### src/rtl/weight_pkg.sv
// Shared definitions for the weight memory sequencer: controller states,
// default index width and the kernel word-count helper.
package weight_pkg;

   localparam int IDX_W = 16;

   typedef enum logic [1:0] {
      IDLE   = 2'd0,
      LOAD   = 2'd1,
      LOADED = 2'd2,
      READ   = 2'd3
   } state_t;

   function automatic int total_words(input int ni, input int no, input int dim);
      return ni * no * dim * dim;
   endfunction

endpackage

### src/rtl/weight_idx_counter.sv
// Four-level nested wrapping index counter, [in][out][k_y][k_x] with k_x fastest.
// Advances on en, returns to zero on clr, and flags the final index tuple.
module weight_idx_counter #(
   parameter int NUM_INPUTS  = 1,
   parameter int NUM_OUTPUTS = 1,
   parameter int DIM         = 1,
   parameter int IDX_W       = 16
) (
   input  logic             clk,
   input  logic             rst_n,
   input  logic             en,
   input  logic             clr,
   output logic [IDX_W-1:0] idx_in,
   output logic [IDX_W-1:0] idx_out,
   output logic [IDX_W-1:0] idx_y,
   output logic [IDX_W-1:0] idx_x,
   output logic             last
);

   localparam logic [IDX_W-1:0] MAX_IN  = IDX_W'(NUM_INPUTS - 1);
   localparam logic [IDX_W-1:0] MAX_OUT = IDX_W'(NUM_OUTPUTS - 1);
   localparam logic [IDX_W-1:0] MAX_D   = IDX_W'(DIM - 1);

   logic wrap_x;
   logic wrap_y;
   logic wrap_out;

   // Each wrap term already includes the carry from every faster level.
   assign wrap_x   = (idx_x == MAX_D);
   assign wrap_y   = wrap_x & (idx_y == MAX_D);
   assign wrap_out = wrap_y & (idx_out == MAX_OUT);
   assign last     = wrap_out & (idx_in == MAX_IN);

   always_ff @(posedge clk or negedge rst_n) begin
      if (!rst_n) begin
         idx_in  <= '0;
         idx_out <= '0;
         idx_y   <= '0;
         idx_x   <= '0;
      end else if (clr) begin
         idx_in  <= '0;
         idx_out <= '0;
         idx_y   <= '0;
         idx_x   <= '0;
      end else if (en) begin
         idx_x <= wrap_x ? '0 : idx_x + IDX_W'(1);
         if (wrap_x)
            idx_y <= (idx_y == MAX_D) ? '0 : idx_y + IDX_W'(1);
         if (wrap_y)
            idx_out <= (idx_out == MAX_OUT) ? '0 : idx_out + IDX_W'(1);
         if (wrap_out)
            idx_in <= (idx_in == MAX_IN) ? '0 : idx_in + IDX_W'(1);
      end
   end

endmodule

### src/rtl/weight_mem_sequencer.sv
// Weight memory controller: turns a valid/ready weight stream into ordered
// single-word writes, then replays the kernel as a handshaked read sweep.
module weight_mem_sequencer #(
   parameter int NUM_INPUTS  = 1,
   parameter int NUM_OUTPUTS = 1,
   parameter int DIM         = 1,
   parameter int DATA_SIZE   = 64,
   parameter int IDX_W       = weight_pkg::IDX_W
) (
   input  logic                 clk,
   input  logic                 rst_n,
   input  logic                 load_start,
   input  logic                 rd_start,
   input  logic                 clear,
   input  logic                 in_valid,
   output logic                 in_ready,
   input  logic [DATA_SIZE-1:0] in_data,
   output logic                 mem_write,
   output logic [IDX_W-1:0]     mem_index_in,
   output logic [IDX_W-1:0]     mem_index_out,
   output logic [IDX_W-1:0]     mem_index_k_y,
   output logic [IDX_W-1:0]     mem_index_k_x,
   output logic [DATA_SIZE-1:0] mem_wdata,
   output logic [IDX_W-1:0]     mem_rd_index_in,
   output logic [IDX_W-1:0]     mem_rd_index_out,
   output logic [IDX_W-1:0]     mem_rd_index_y,
   output logic [IDX_W-1:0]     mem_rd_index_x,
   output logic                 rd_valid,
   input  logic                 rd_ready,
   output logic                 rd_last,
   output logic                 load_done,
   output logic                 rd_done,
   output logic                 loaded,
   output logic                 busy
);
   import weight_pkg::*;

   state_t           state;
   logic             accept;
   logic             rd_hs;
   logic             wr_last;
   logic             rd_cnt_last;
   logic [IDX_W-1:0] wr_in, wr_out, wr_y, wr_x;

   // in_ready is only ever high in LOAD, so accept needs no state term.
   assign accept  = in_valid & in_ready;
   assign rd_hs   = rd_valid & rd_ready;
   assign rd_last = rd_valid & rd_cnt_last;
   assign busy    = (state == LOAD) | (state == READ);

   weight_idx_counter #(
      .NUM_INPUTS (NUM_INPUTS),
      .NUM_OUTPUTS(NUM_OUTPUTS),
      .DIM        (DIM),
      .IDX_W      (IDX_W)
   ) u_wr_cnt (
      .clk    (clk),
      .rst_n  (rst_n),
      .en     (accept),
      .clr    (clear),
      .idx_in (wr_in),
      .idx_out(wr_out),
      .idx_y  (wr_y),
      .idx_x  (wr_x),
      .last   (wr_last)
   );

   weight_idx_counter #(
      .NUM_INPUTS (NUM_INPUTS),
      .NUM_OUTPUTS(NUM_OUTPUTS),
      .DIM        (DIM),
      .IDX_W      (IDX_W)
   ) u_rd_cnt (
      .clk    (clk),
      .rst_n  (rst_n),
      .en     (rd_hs),
      .clr    (clear),
      .idx_in (mem_rd_index_in),
      .idx_out(mem_rd_index_out),
      .idx_y  (mem_rd_index_y),
      .idx_x  (mem_rd_index_x),
      .last   (rd_cnt_last)
   );

   always_ff @(posedge clk or negedge rst_n) begin
      if (!rst_n) begin
         state         <= IDLE;
         in_ready      <= 1'b0;
         rd_valid      <= 1'b0;
         mem_write     <= 1'b0;
         mem_index_in  <= '0;
         mem_index_out <= '0;
         mem_index_k_y <= '0;
         mem_index_k_x <= '0;
         mem_wdata     <= '0;
         load_done     <= 1'b0;
         rd_done       <= 1'b0;
         loaded        <= 1'b0;
      end else begin
         mem_write <= accept & ~clear;
         load_done <= 1'b0;
         rd_done   <= 1'b0;
         if (accept && !clear) begin
            mem_index_in  <= wr_in;
            mem_index_out <= wr_out;
            mem_index_k_y <= wr_y;
            mem_index_k_x <= wr_x;
            mem_wdata     <= in_data;
         end
         if (clear) begin
            state    <= IDLE;
            in_ready <= 1'b0;
            rd_valid <= 1'b0;
            loaded   <= 1'b0;
         end else begin
            case (state)
               IDLE: begin
                  if (load_start) begin
                     state    <= LOAD;
                     in_ready <= 1'b1;
                  end
               end
               LOAD: begin
                  if (accept && wr_last) begin
                     state     <= LOADED;
                     in_ready  <= 1'b0;
                     load_done <= 1'b1;
                     loaded    <= 1'b1;
                  end
               end
               LOADED: begin
                  if (load_start) begin
                     state    <= LOAD;
                     in_ready <= 1'b1;
                     loaded   <= 1'b0;
                  end else if (rd_start) begin
                     state    <= READ;
                     rd_valid <= 1'b1;
                  end
               end
               READ: begin
                  if (rd_hs && rd_cnt_last) begin
                     state    <= LOADED;
                     rd_valid <= 1'b0;
                     rd_done  <= 1'b1;
                  end
               end
               default: state <= IDLE;
            endcase
         end
      end
   end

endmodule

### config.mk
export PLATFORM = sky130hd
export DESIGN_NAME = weight_mem_sequencer
export DESIGN_NICKNAME = d
export VERILOG_FILES = /design/src/rtl/weight_pkg.sv /design/src/rtl/weight_idx_counter.sv /design/src/rtl/weight_mem_sequencer.sv
export SDC_FILE = /design/constraint.sdc
export NUM_CORES = 1
export LEC_CHECK = 0
export BUFFER_PORTS_ARGS = -buffer_cell sky130_fd_sc_hd__buf_2
export CORE_MARGIN = 5
export CORE_UTILIZATION = 55
export CTS_CLUSTER_SIZE = 14
export DETAILED_ROUTE_END_ITERATION = 7
export PLACE_DENSITY = 0.8
export SKIP_LAST_GASP = 1
export SLEW_MARGIN = 20
export SYNTH_ARGS = -nofsm -noshare
export SYNTH_HDL_FRONTEND = slang
export SYNTH_HIERARCHICAL = 1
export SYNTH_SLANG_ARGS = --single-unit
### constraint.sdc
create_clock -name clk -period 2.82 [get_ports clk]
set_input_delay 0.282 -clock clk [delete_from_list [all_inputs] [get_ports clk]]
set_output_delay 0.282 -clock clk [all_outputs]
set_load 0.05 [all_outputs]
==> impl_metrics.csv <==
group,metric,value,unit
synthesis,synth_top_flop_cell,"dfrtp_1",
timing,period_minus_slack,2.76,ns
grt,grt_max_degree,84,
critical_path,crit_chain,"or4_4 -> nor4_4 -> nand2_1 -> nor3_2 -> and2_4 -> buf_6",
critical_path,crit_type,"reg -> out",
synthesis,syn_area,0.0129,mm²
clock_network,htreeDepth,1,
detailed_routing,drtIter0Drc,787,
timing,fin_skew,0.0151,ns
clock_network,clock-root-buffer,"clkbuf_16",
final_layout,area_growth,25.4,%
flow_run,drv_cap,0,
critical_path,critPathCaptureType,"output pin",
timing,fin_crit_sh,0.979,
synthesis,synthCells,1124,
detailed_routing,post_drt_wl_per_cell,19.0,µm
synthesis,ys_seq_elements,264,
min_path,hp-class,"in -> reg",
critical_path,start_kind,"flip-flop",
grt,grt_pass1_wl,55.9,mm
final_layout,drive_above_1_share,0.343,
floorplanning,fp.coreArea,0.0233,mm²
detailed_routing,viasPerCell,5.82,
floorplanning,die_w,163,µm
clock_network,clock_latency,0.54,ns
final_layout,fill_cells,1736,
synthesis,ys_warn_count,6,
critical_path,reg2reg_from,"u_rd_cnt/idx_x[0]$_DFFE_PN0P_",
floorplanning,die_area,0.0266,mm²
final_layout,largest_register_ffs,64,
synthesis,ys_seq_area_frac,0.512,
timing,fmax,0.362,GHz
synthesis,ys_types,54,
detailed_routing,wirelength,34.4,mm
critical_path,slowest_stage,"or4_4",
timing,whs,0.0144,ns
critical_path,cp_max_fo,4,
timing,tightest_slew,0.773,ns
clock_network,cts.path.max_buffers,3,
floorplanning,die_h,163,µm
grt,grt_overflow,0,
placement,place_ws,0.139,ns
synthesis,post_synth.cell_area_avg,11.5,µm²
timing,drv_slew,0,
timing,setup-violations-final,0,
final_layout,num_antenna_cells,0,
final_layout,nets,1561,
placement,port_buffers,270,
timing,finalHoldViolations,0,
floorplanning,start_util,0.555,
detailed_routing,drt_first_pass_iters,6,
critical_path,cp.arrival,2.48,ns
pwr,power_density,635,mW/mm²
grt,antenna_found_initial,0,
placement,dp_hpwl,22.1,mm
clock_network,tritoncts,"done",
final_layout,final_common_cell,"buf_2",
critical_path,cp.required,2.54,ns
critical_path,crit_start,"u_rd_cnt/idx_x[11]$_DFFE_PN0P_",
synthesis,syn-num-nets,1211,
timing,final.setup.worst_slack,0.0581,ns
status,status,"complete, no violations",
detailed_routing,vias,10500,
pwr,peakVddDrop,0.000500,V
synthesis,synth-edff-count,0,
floorplanning,core.rowCount,56,
synthesis,synthArstFlopShare,1.00,
timing,slew_headroom,0.481,
pwr,leakage,7.66,nW
clock_network,numCtsBuffers,29,
critical_path,crit_buf_inv,1,
floorplanning,io_pins,271,
grt,first_global_vias,10700,
min_path,hold_start,"in_data[34]",
final_layout,final_cell_mix,"268 x buf_2, 259 x dfrtp_1, 109 x o21ai_0",
detailed_routing,antenna_left,0,
clock_network,path_clk_slew,0.06,ns
grt,globalRouteTotalUtil,0.254,
clock_network,clock-sinks,264,
critical_path,cpLargestDelayFamily,"simple AND/OR/NAND/NOR gates",
detailed_routing,drcViolationCount,0,
critical_path,slowest_delay,0.59,ns
placement,gp_congestion,0.911,
final_layout,top_register,"mem_wdata",
-- repair_timing --
| action | in CTS | in global routing |
|---|---|---|
| setup buffers | 3 | 3 |
| endpoints found under the hold margin | 140 | 0 |
| hold buffers | 65 | 0 |
| resized for setup | 7 | 3 |
| endpoints found under the setup margin | 1 | 1 |
| pin swaps | 3 | 2 |
-- worst register-to-register path: stages (launching register included) --
cell	delay [ns]
dfrtp_2	0.40
inv_1	0.05
ha_1	0.14
or4b_4	0.50
nor4_4	0.41
nor2_2	0.07
or4_4	0.62
o41ai_1	0.37
-- where the power goes --
group          internal, W  switching (W)
logic             0.000721        0.00165
registers          0.00412       0.000200
clock network      0.00214        0.00144
-- Yosys cell counts (3+ instances only) --
cell type	count	area share
nor4_1	28	0.014
nor3_1	17	0.0066
nor3b_1	6	0.0035
o2111ai_1	6	0.0041
or4_1	10	0.0058
a41o_1	6	0.0047
nor2_1	81	0.024
nand3b_1	3	0.0017
o21ba_2	4	0.0031
nand2_1	58	0.017
buf_6	4	0.0035
nand4_1	34	0.016
and2_1	5	0.0024
and4_1	4	0.0027
xnor2_1	10	0.0068
nand2b_1	8	0.0039
o41ai_1	24	0.016
buf_12	11	0.017
a31oi_1	11	0.0053
mux2_4	100	0.12
buf_2	4	0.0016
mux2_2	28	0.024
or3_1	6	0.0029
nand3_1	41	0.016
buf_4	3	0.0017
clkbuf_1	35	0.010
a21oi_1	22	0.0085
ha_1	16	0.016
or2_2	4	0.0019
xor2_1	20	0.014
o31ai_1	50	0.029
dfrtp_1	264	0.51
nor2b_1	14	0.0068
and3_1	8	0.0039
inv_1	33	0.0096
a41oi_1	8	0.0054
o21ai_0	109	0.042
-- per-layer routing --
layer,vias to the layer above,GRT usage,wire length [µm]
met1,5213,0.320,13700
met5,-,0,0
met2,403,0.438,17200
met3,53,0.0598,2680
li1,4872,-,-
met4,0,0.0751,820
-- final timing paths --
check	endpoint	slack, ns	depth (start not counted)
worst max-delay path	rd_last	0.06	6
worst min-delay path	mem_wdata[34]$_DFFE_PN0P_	0.01	2
worst max register to register	u_rd_cnt/idx_in[7]$_DFFE_PN0P_	0.16	7
worst min register to register	mem_wdata[46]$_DFFE_PN0P_	0.50	1
max in group asynchronous	mem_wdata[8]$_DFFE_PN0P_	1.57	3
min in group asynchronous	mem_index_out[9]$_DFFE_PN0P_	0.31	2
-- kinds of logic after synthesis --
kind of cell	after synthesis	synth area share
flip-flops	264	0.512
adder cells (fa/ha/maj)	16	0.0155
AO/OA/AOI/OAI	249	0.124
XOR/XNOR	30	0.0204
multiplexers	128	0.141
buffers and inverters	92	0.0442
AND/OR/NAND/NOR	345	0.144
-- final cells by class --
cell class	count	area, µm²	area share
Tap cell	319	399	0.0247
Clock buffer	44	852	0.0526
Inverter	33	124	0.00765
Sequential cell	264	6610	0.409
Clock inverter	4	45.0	0.00278
Timing Repair Buffer	378	2390	0.148
Multi-Input combinational cell	768	5760	0.356
-- metrics by stage --
stage          cell area [µm²]  utilization  setup TNS [ns]  total power (W)  cells
2_1_floorplan            12900            -               0          0.00604   1124
3_3_place_gp             14600        0.626               0          0.00659   1691
3_5_place_dp             14600        0.626               0          0.00664   1691
4_1_cts                  16200        0.694               0           0.0103   1807
5_1_grt                  16200        0.696       -0.000190           0.0107   1810
6_report                 16200        0.696               0           0.0103   1810
Note: power is estimated with default switching activity, not from simulation.
